`config.mk`:
```
export PLATFORM = sky130hd
export DESIGN_NAME = adc_sample_averager
export DESIGN_NICKNAME = d
export VERILOG_FILES = /design/src/rtl/adc_sample_averager.sv
export SDC_FILE = /design/constraint.sdc
export NUM_CORES = 1
export LEC_CHECK = 0
export CORE_MARGIN = 2
export CORE_UTILIZATION = 25
export CTS_CLUSTER_DIAMETER = 100
export DETAILED_ROUTE_END_ITERATION = 8
export MAX_ROUTING_LAYER = met4
export PLACE_DENSITY_LB_ADDON = 0.15
export SYNTH_ARGS = -nofsm -noshare
export SYNTH_HDL_FRONTEND = slang
export SYNTH_SLANG_ARGS = --single-unit
```
`constraint.sdc`:
```
create_clock -name clk -period 6.4 [get_ports clk]
set_clock_uncertainty 0.1 [all_clocks]
set_input_delay 1.28 -clock clk [delete_from_list [all_inputs] [get_ports clk]]
set_output_delay 1.28 -clock clk [all_outputs]
set_load 0.02 [all_outputs]
```
`src/rtl/adc_sample_averager.sv`:
```
// adc_sample_averager: truncated mean of 2^LOG2_N samples behind a one-deep valid/ready register; ADC_AVG_ALARM_EN adds a threshold alarm
module adc_sample_averager #(
    parameter int DATA_W = 12,
    parameter int LOG2_N = 3
) (
    input  logic              clk,
    input  logic              reset,
    input  logic              enable,
    input  logic [DATA_W-1:0] sample_in,
    input  logic              sample_valid,
    output logic [DATA_W-1:0] avg_out,
    output logic              avg_valid,
    input  logic              avg_ready,
    output logic              overrun,
    input  logic              clear_overrun,
`ifdef ADC_AVG_ALARM_EN
    input  logic [DATA_W-1:0] thr_hi,
    input  logic [DATA_W-1:0] thr_lo,
    output logic              alarm,
`endif
    output logic [LOG2_N-1:0] sample_cnt
);
    localparam int ACC_W = DATA_W + LOG2_N;
    typedef enum logic {IDLE, ACCUM} state_t;
    state_t state, state_nx;
    logic [ACC_W-1:0] acc, acc_nx, sum;
    logic [LOG2_N-1:0] cnt_nx;
    logic [DATA_W-1:0] mean;
    logic done, load;
    assign sum  = acc + ACC_W'(sample_in);
    assign mean = DATA_W'(sum >> LOG2_N);
    // a completed window is only accepted if the output slot is free or being popped
    assign load = done && (!avg_valid || avg_ready);
    always_comb begin
        state_nx = state;
        acc_nx   = acc;
        cnt_nx   = sample_cnt;
        done     = 1'b0;
        if (state == IDLE) begin
            acc_nx   = '0;
            cnt_nx   = '0;
            state_nx = enable ? ACCUM : IDLE;
        end else if (!enable) begin
            state_nx = IDLE;
            acc_nx   = '0;
            cnt_nx   = '0;
        end else if (sample_valid) begin
            done   = &sample_cnt;
            acc_nx = done ? '0 : sum;
            cnt_nx = sample_cnt + 1'b1;
        end
    end
    always_ff @(posedge clk or posedge reset) begin
        if (reset) begin
            state      <= IDLE;
            acc        <= '0;
            sample_cnt <= '0;
            avg_out    <= '0;
            avg_valid  <= 1'b0;
            overrun    <= 1'b0;
        end else begin
            state      <= state_nx;
            acc        <= acc_nx;
            sample_cnt <= cnt_nx;
            avg_valid  <= load || (avg_valid && !avg_ready);
            overrun    <= (done && avg_valid && !avg_ready) || (overrun && !clear_overrun);
            if (load)
                avg_out <= mean;
        end
    end
`ifdef ADC_AVG_ALARM_EN
    always_ff @(posedge clk or posedge reset) begin
        if (reset)
            alarm <= 1'b0;
        else if (load)
            alarm <= (mean > thr_hi) || (mean < thr_lo);
    end
`endif
endmodule

```
==> results.rst, run 1 <==
.. list-table::
   :header-rows: 1

   * - Metric
     - Value
   * - Initial Util
     - 25.9%
   * - Sum of negative setup slack
     - 0 ns
   * - Max stage delay on crit path
     - 0.43 ns
   * - Maximum ir drop on the vdd rail
     - 0.0686 mV
   * - Worst slew margin relative to its limit
     - 28.5%
   * - Kind of start point of the critical path
     - input port
   * - Arrival time worst endpoint
     - 3.70 ns
   * - Reg2Reg Depth
     - 8
   * - Global-route congestion overflow total
     - 0
   * - Die Ht
     - 90.7 µm
   * - Number of buffers added by the clock tree synthesis step
     - 5
   * - Clk pwr share
     - 35.8%
   * - Clock period minus worst slack
     - 3.63 ns
   * - Clock root buffer
     - clkbuf_8
   * - Power consumption
     - 0.447 mW
   * - RSZ-0062 raised after global routing
     - no
   * - Total Die Area
     - 8220 µm²
   * - Maximum level of the CTS H-tree
     - 2
   * - CTS hold repair buffers
     - 0
   * - Worst min-delay path class
     - register to register
   * - Combined area of all synthesized cells
     - 1880 µm²
   * - HPWL after detailed placement
     - 3.15 mm
   * - DRC violations left
     - 0
   * - Data required, critical path
     - 6.47 ns
   * - Number of nets in the layout
     - 253
   * - FF+latch area
     - 826 µm²
   * - Count of state elements after synthesis
     - 33
   * - Top library cells by usage in the layout, fill and taps aside
     - clkdlybuf4s50_1 (34), dfrtp_1 (33), nand2_1 (21), ha_1 (14), o21ai_0 (12)
   * - Clock latency of the later-clocked register in the worst-skew pair
     - 0.28 ns
   * - Clock-pin slew on the worst setup and hold paths
     - 0.07 ns
   * - Detailed Route WL
     - 4.34 mm
   * - Routability cong.
     - 0.752
   * - Routed vias
     - 1476
   * - Setup ws final
     - 2.77 ns
   * - Via count of the first global-routing pass
     - 1512
   * - Area occupied by multi-input gates
     - 1010 µm²
   * - WL per Instance
     - 13.6 µm
   * - Total track usage
     - 11.8%
   * - Combinational share of power
     - 15.9%
   * - Initial antenna violation count
     - 0
   * - Number of sinks on the clock net
     - 33
   * - Count of input and output buffers
     - 34
   * - Growth of design area from synthesis to finish
     - 29.1%
   * - Global-route wire length before repair
     - 7.42 mm
   * - Sequential cell fraction of total power
     - 48.3%
   * - Slew @ Worst Pin
     - 1.07 ns
   * - Final Hold Slack
     - 0.370 ns
   * - Most frequent standard cell in the layout excluding fill and tap cells
     - clkdlybuf4s50_1
   * - CP max-delay cell
     - fa_1
   * - Pins over their slew limit
     - 0
   * - Maximum number of pins on one net before global-route repair
     - 34
   * - Total inserted antenna cells
     - 0
   * - Total of cells resized after clock tree synthesis
     - 0
   * - Number of max-capacitance violations reported
     - 0
   * - Clock Tree Buf Depth
     - 2
   * - Portion of the post-synthesis area used by sequential elements
     - 44.0%
   * - Distinct cells, synth
     - 40
   * - Ordered cell list for the critical path
     - clkdlybuf4s50_1 -> ha_1 -> fa_1 -> a211oi_1 -> o21bai_1 -> a21o_1 -> a311oi_1 -> xnor2_1 -> mux2_2
   * - First-pass detailed-route iteration total
     - 4
   * - Synth Area per Inst
     - 10.3 µm²
   * - Minimum setup slack among reg-to-reg paths
     - 3.81 ns
   * - Count of routing violations after the opening detailed-route iteration
     - 41
   * - Worst slack, placed
     - 2.49 ns
   * - Fill cell count
     - 767
   * - Reg-to-reg critical path startpoint
     - acc[0]
   * - Floorplan die width
     - 90.7 µm
   * - Finish-stage setup viols
     - 0
   * - Terminus of the critical flop-to-flop path
     - avg_out[7]
   * - Tcrit/Tclk final
     - 56.7%
   * - Remaining number of nets flagged by the antenna check after routing
     - 0
   * - Fraction of layout instances using a drive strength above 1
     - 9.09%
   * - FMAX
     - 0.275 GHz
   * - Total power density per cell area
     - 184 nW/µm²
   * - Average via count per standard cell
     - 4.63
   * - Cell family contributing the most delay on the critical path
     - compound AO/OA/AOI/OAI gates
   * - Worst hold path depth
     - 2
   * - Leakage dissipation
     - 1.13 nW
   * - Category of the critical setup timing path
     - input port to register
   * - Placeable core region
     - 7250 µm²
   * - Largest fanout on the critical path
     - 4
   * - Hold path start
     - avg_out[1]
   * - Clock tree from TritonCTS
     - built
   * - Cell Int Power
     - 0.331 mW
   * - Site Rows
     - 31
   * - Total buffers and inverters traversed by the critical path
     - 1
   * - Crit path capture type
     - register
   * - Io pins
     - 35
   * - Switching power as a share of total power
     - 25.9%
   * - Gate count of the mapped netlist
     - 183
   * - Hold Crit Endpoint
     - avg_out[1]
   * - Run status
     - finished clean
   * - Switch Pwr
     - 0.116 mW
   * - Final number of hold-violating endpoints
     - 0
   * - Number of nets produced by synthesis
     - 216
   * - Synth warn
     - 0
   * - Startpoint of the worst setup timing path
     - sample_in[0]
   * - Buffers inserted during post-CTS setup optimization
     - 0
## state kept, by name, indices dropped and copies added, names as in the netlist
name	count
overrun	1
acc	15
sample_cnt	3
avg_out	12
state	1
avg_valid	1
## per-layer routing
metal	GRT usage, %	wire [µm]
met1	15.0	2120
met2	18.0	2000
met3	2.50	98
met4	5.26	122
met5	-	0
## worst max-delay path by stage
stage | to | slack [ns] | depth (start not counted)
floorplan | avg_out[7] | 3.08 | 8
global placement | avg_out[7] | 2.51 | 9
detailed placement | avg_out[7] | 2.49 | 9
CTS | avg_out[7] | 2.78 | 9
global route | avg_out[7] | 2.65 | 9
finish | avg_out[7] | 2.77 | 9
## through the flow
stage	util, %	instances	instance area [µm²]
6_report	33.4	319	2420
3_3_place_gp	32.2	312	2340
2_1_floorplan	-	183	1880
4_1_cts	33.4	319	2420
3_5_place_dp	32.2	312	2340
5_1_grt	33.4	319	2420
## synth_stat cells (all sizes together)
master	instances	area (µm²)
a211oi	1	7.51
a311oi	1	8.76
nand3	1	5.00
a22o	12	106
o41a	1	11.3
ha	14	175
xor2	2	17.5
fa	1	20.0
nor2	11	41.3
nor3	1	5.00
o21ba	1	10.0
and3	3	21.3
dfrtp	33	826
nand4	5	31.3
and2	1	6.26
o21ai	12	60.1
a21oi	7	35.0
nand2b	4	25.0
o31a	1	8.76
nand2	21	78.8
a31o	2	26.3
inv	5	18.8
o22ai	3	18.8
mux2	5	56.3
nor2b	2	12.5
xnor2	9	78.8
o211ai	1	7.51
clkbuf	5	18.8
a21o	5	37.5
a22oi	1	7.51
buf	1	5.00
nand4b	1	8.76
a311o	1	10.0
mux2i	3	30.0
nor3b	1	7.51
o21bai	2	15.0
a31oi	3	18.8
## power groups by stage
| stage | sequential [mW] | clock [mW] | combinational (mW) |
|---|---|---|---|
| final | 0.216 | 0.160 | 0.0712 |
| after global routing | 0.216 | 0.175 | 0.0805 |
| after CTS | 0.216 | 0.167 | 0.0724 |
| after detailed placement | 0.220 | 0 | 0.0719 |
| after global placement | 0.220 | 0 | 0.0721 |
| after floorplan | 0.219 | 0 | 0.0471 |
## worst min-delay path, delay by kind of cell, from the launching register on
family | cells | cell delay, ns
flops | 1 | 0.34
simple gates | 2 | 0.10
## cell families (layout without fill, tap and decap cells)
family                     Yosys count  in the layout  synth area share [%]
AOI/OAI and AO/OA                   54             54                  20.7
and+or+nand+nor                     51             51                  12.9
DFF                                 33             33                  44.0
adders and majority gates           15             15                  10.4
xor gates and xnor gates            11             11                  5.13
buffers and inverters               11             48                  2.27
muxes                                8              8                  4.60
## final cells by class
cell class	count	share of cell area, %
Clock buffer	7	3.56
Sequential cell	33	34.1
Tap cell	99	5.11
Multi-Input combinational cell	139	41.8
Inverter	5	0.774
Timing Repair Buffer	36	14.7
Note: power is estimated with default switching activity, not from simulation.
==> run 2: changes to the inputs <==
Clock period 6.4 ns to 3 ns, I/O delays scaled along.
==> run 2 against run 1 <==
Non-clock buffer count rose by 7. Global-route usage is 0.27 points higher. First-iteration DRC count up 29%. Clock power increased by 100%. Routed wire length up 1.4%. Via count increased by 1.9%. Power is 110% higher. Worst hold slack hardly changed.
==> results.rst, run 2 (synthesis gave the netlist of run 1 again) <==
.. list-table::
   :header-rows: 1

   * - Metric
     - Value
   * - Number of sinks on the clock net
     - 33 (unchanged)
   * - Total power density per cell area
     - 381 nW/µm² (+110%)
   * - Finish-stage setup viols
     - 0 (unchanged)
   * - Buffers inserted during post-CTS setup optimization
     - 0 (unchanged)
   * - Growth of design area from synthesis to finish
     - 31.6%
   * - Floorplan die width
     - 90.7 µm (unchanged)
   * - Worst slack, placed
     - -0.202 ns (-2.69 ns)
   * - Slew @ Worst Pin
     - 0.445 ns (-0.624 ns)
   * - Most frequent standard cell in the layout excluding fill and tap cells
     - clkdlybuf4s50_1
   * - Tcrit/Tclk final
     - 94.1%
   * - Clk pwr share
     - 34.0% (-1.8 points)
   * - Clock-pin slew on the worst setup and hold paths
     - 0.06 ns (about the same)
   * - Combinational share of power
     - 17.1% (+1.2 points)
   * - Clock root buffer
     - clkbuf_8
   * - Category of the critical setup timing path
     - input port to register
   * - Site Rows
     - 31 (unchanged)
   * - Via count of the first global-routing pass
     - 1505 (-0.46%)
   * - Detailed Route WL
     - 4.40 mm (+1.4%)
   * - Fraction of layout instances using a drive strength above 1
     - 11.4% (+2.3 points)
   * - FMAX
     - 0.354 GHz
   * - Run status
     - finished clean
   * - Worst min-delay path class
     - register to register
   * - Die Ht
     - 90.7 µm (unchanged)
   * - Register name with the most flops
     - acc
   * - Final number of hold-violating endpoints
     - 0 (unchanged)
   * - Average via count per standard cell
     - 4.60 (-0.60%)
   * - Largest fanout on the critical path
     - 4 (unchanged)
   * - Leakage dissipation
     - 1.16 nW (+2.6%)
   * - Total inserted antenna cells
     - 0 (unchanged)
   * - Sequential cell fraction of total power
     - 49.0% (+0.7 points)
   * - Max stage delay on crit path
     - 0.40 ns (-0.03 ns)
   * - Number of max-capacitance violations reported
     - 0 (unchanged)
   * - Io pins
     - 35 (unchanged)
   * - Total Die Area
     - 8220 µm² (unchanged)
   * - Core utilization of the finished layout
     - 34.1% (+0.66 points)
   * - FF+latch area
     - 826 µm² (unchanged)
   * - Setup ws final
     - 0.177 ns (-2.59 ns)
   * - Sum of negative setup slack
     - 0 ns (unchanged)
   * - Worst slew margin relative to its limit
     - 70.3% (+42 points)
   * - Switch Pwr
     - 0.244 mW (+110%)
   * - Maximum number of pins on one net before global-route repair
     - 34 (unchanged)
   * - Remaining number of nets flagged by the antenna check after routing
     - 0 (unchanged)
   * - Ordered cell list for the critical path
     - clkdlybuf4s50_1 -> ha_1 -> fa_1 -> a211oi_1 -> o21bai_1 -> a21o_1 -> a311oi_2 -> xnor2_1 -> mux2_2
   * - Fill cell count
     - 783 (+2.1%)
   * - Clock latency of the later-clocked register in the worst-skew pair
     - 0.28 ns (about the same)
   * - RSZ-0062 raised after global routing
     - no
   * - Arrival time worst endpoint
     - 2.89 ns (-0.81 ns)
   * - Clock Tree Buf Depth
     - 2 (unchanged)
   * - Cell Int Power
     - 0.696 mW (+110%)
   * - Total buffers and inverters traversed by the critical path
     - 1 (unchanged)
   * - Maximum level of the CTS H-tree
     - 2 (unchanged)
   * - Clock period minus worst slack
     - 2.82 ns
   * - Number of nets in the layout
     - 260 (+2.8%)
   * - CP max-delay cell
     - clkdlybuf4s50_1
   * - WL per Instance
     - 13.5 µm (-1.1%)
   * - First-pass detailed-route iteration total
     - 4 (unchanged)
   * - Placeable core region
     - 7250 µm² (unchanged)
   * - Flip-flop count of the largest register after layout
     - 15 (unchanged)
   * - Count of input and output buffers
     - 34 (unchanged)
   * - Cell family contributing the most delay on the critical path
     - compound AO/OA/AOI/OAI gates
   * - Pins over their slew limit
     - 0 (unchanged)
   * - Routability cong.
     - 0.757 (+0.61%)
   * - Count of routing violations after the opening detailed-route iteration
     - 53 (+29%)
   * - Kind of start point of the critical path
     - input port
   * - Area occupied by multi-input gates
     - 1020 µm² (+0.12%)
   * - Number of buffers added by the clock tree synthesis step
     - 5 (unchanged)
   * - Top library cells by usage in the layout, fill and taps aside
     - clkdlybuf4s50_1 (34), dfrtp_1 (33), nand2_1 (21), ha_1 (14), o21ai_0 (12)
   * - Initial Util
     - 25.9% (unchanged)
   * - Switching power as a share of total power
     - 26.0% (+0.039 points)
   * - Routed vias
     - 1504 (+1.9%)
   * - Initial antenna violation count
     - 0 (unchanged)
   * - Data required, critical path
     - 3.07 ns (-3.40 ns)
   * - Top flop regs
     - acc (15), avg_out (12), sample_cnt (3)
   * - Global-route congestion overflow total
     - 0 (unchanged)
   * - Total track usage
     - 12.0% (+0.27 points)
   * - Crit path capture type
     - register
   * - Power consumption
     - 0.941 mW (+110%)
   * - Global-route wire length before repair
     - 7.58 mm (+2.0%)
   * - DRC violations left
     - 0 (unchanged)
   * - HPWL after detailed placement
     - 3.17 mm (+0.86%)
   * - Clock tree from TritonCTS
     - built
   * - Maximum ir drop on the vdd rail
     - 0.219 mV (+220%)
## run 2: cell count changes in the layout (fill, tap and decap cells not counted), sizes merged
cell | previous run | this run
buf | 2 | 9
clkbuf | 7 | 8
## run 2: final timing paths
path / startpoint / endpoint / slack [ns] / cells past startpoint
min reg2reg: avg_out[1] / avg_out[1] / 0.37 / 2
max: sample_in[0] / avg_out[7] / 0.18 / 9
min in group asynchronous: reset / acc[1] / 0.62 / 3
max in group asynchronous: reset / acc[10] / 1.86 / 3
max reg2reg: acc[0] / avg_out[7] / 0.54 / 8
min: avg_out[1] / avg_out[1] / 0.37 / 2
## run 2: power groups by stage
stage | clock network, mW | registers [mW] | logic [mW]
after floorplan | 0 | 0.468 | 0.101
after global placement | 0 | 0.469 | 0.162
after detailed placement | 0 | 0.469 | 0.162
after CTS | 0.337 | 0.461 | 0.163
after global routing | 0.360 | 0.462 | 0.183
final | 0.320 | 0.461 | 0.160
## run 2: through the flow
stage          hold slack (ns)  cell area (µm²)  cells
2_1_floorplan            0.354             1880    183
5_1_grt                  0.401             2470    327
4_1_cts                  0.378             2470    327
6_report                 0.370             2470    327
3_5_place_dp             0.362             2390    319
3_3_place_gp             0.357             2390    319
## run 2: metal layers
metal	vias to the layer above	track usage, %	share of wire (%)
met1	725	15.8	50
met2	18	18.0	47
li1	756	-	-
met5	-	-	0
met4	0	5.00	1.9
met3	5	2.50	1.9
## run 2: area by class of cell
cell class / instances / area share, %
multi-input cells: 139 / 41.1
flip-flops and latches: 33 / 33.4
repair buffers: 43 / 16.5
well taps: 99 / 5.01
clock buffers: 8 / 3.24
inverters: 5 / 0.759
## run 2: tightest hold or removal path: stages, from the launching register on
cell and delay [ns]:
dfrtp_1 0.34, nand2_1 0.05, nand2_1 0.05
## run 2: timing repair
action	CTS	global route
hold buffers	0	0
hold endpoints to repair	0	0
setup endpoints to repair	0	1
gates resized for setup	0	1
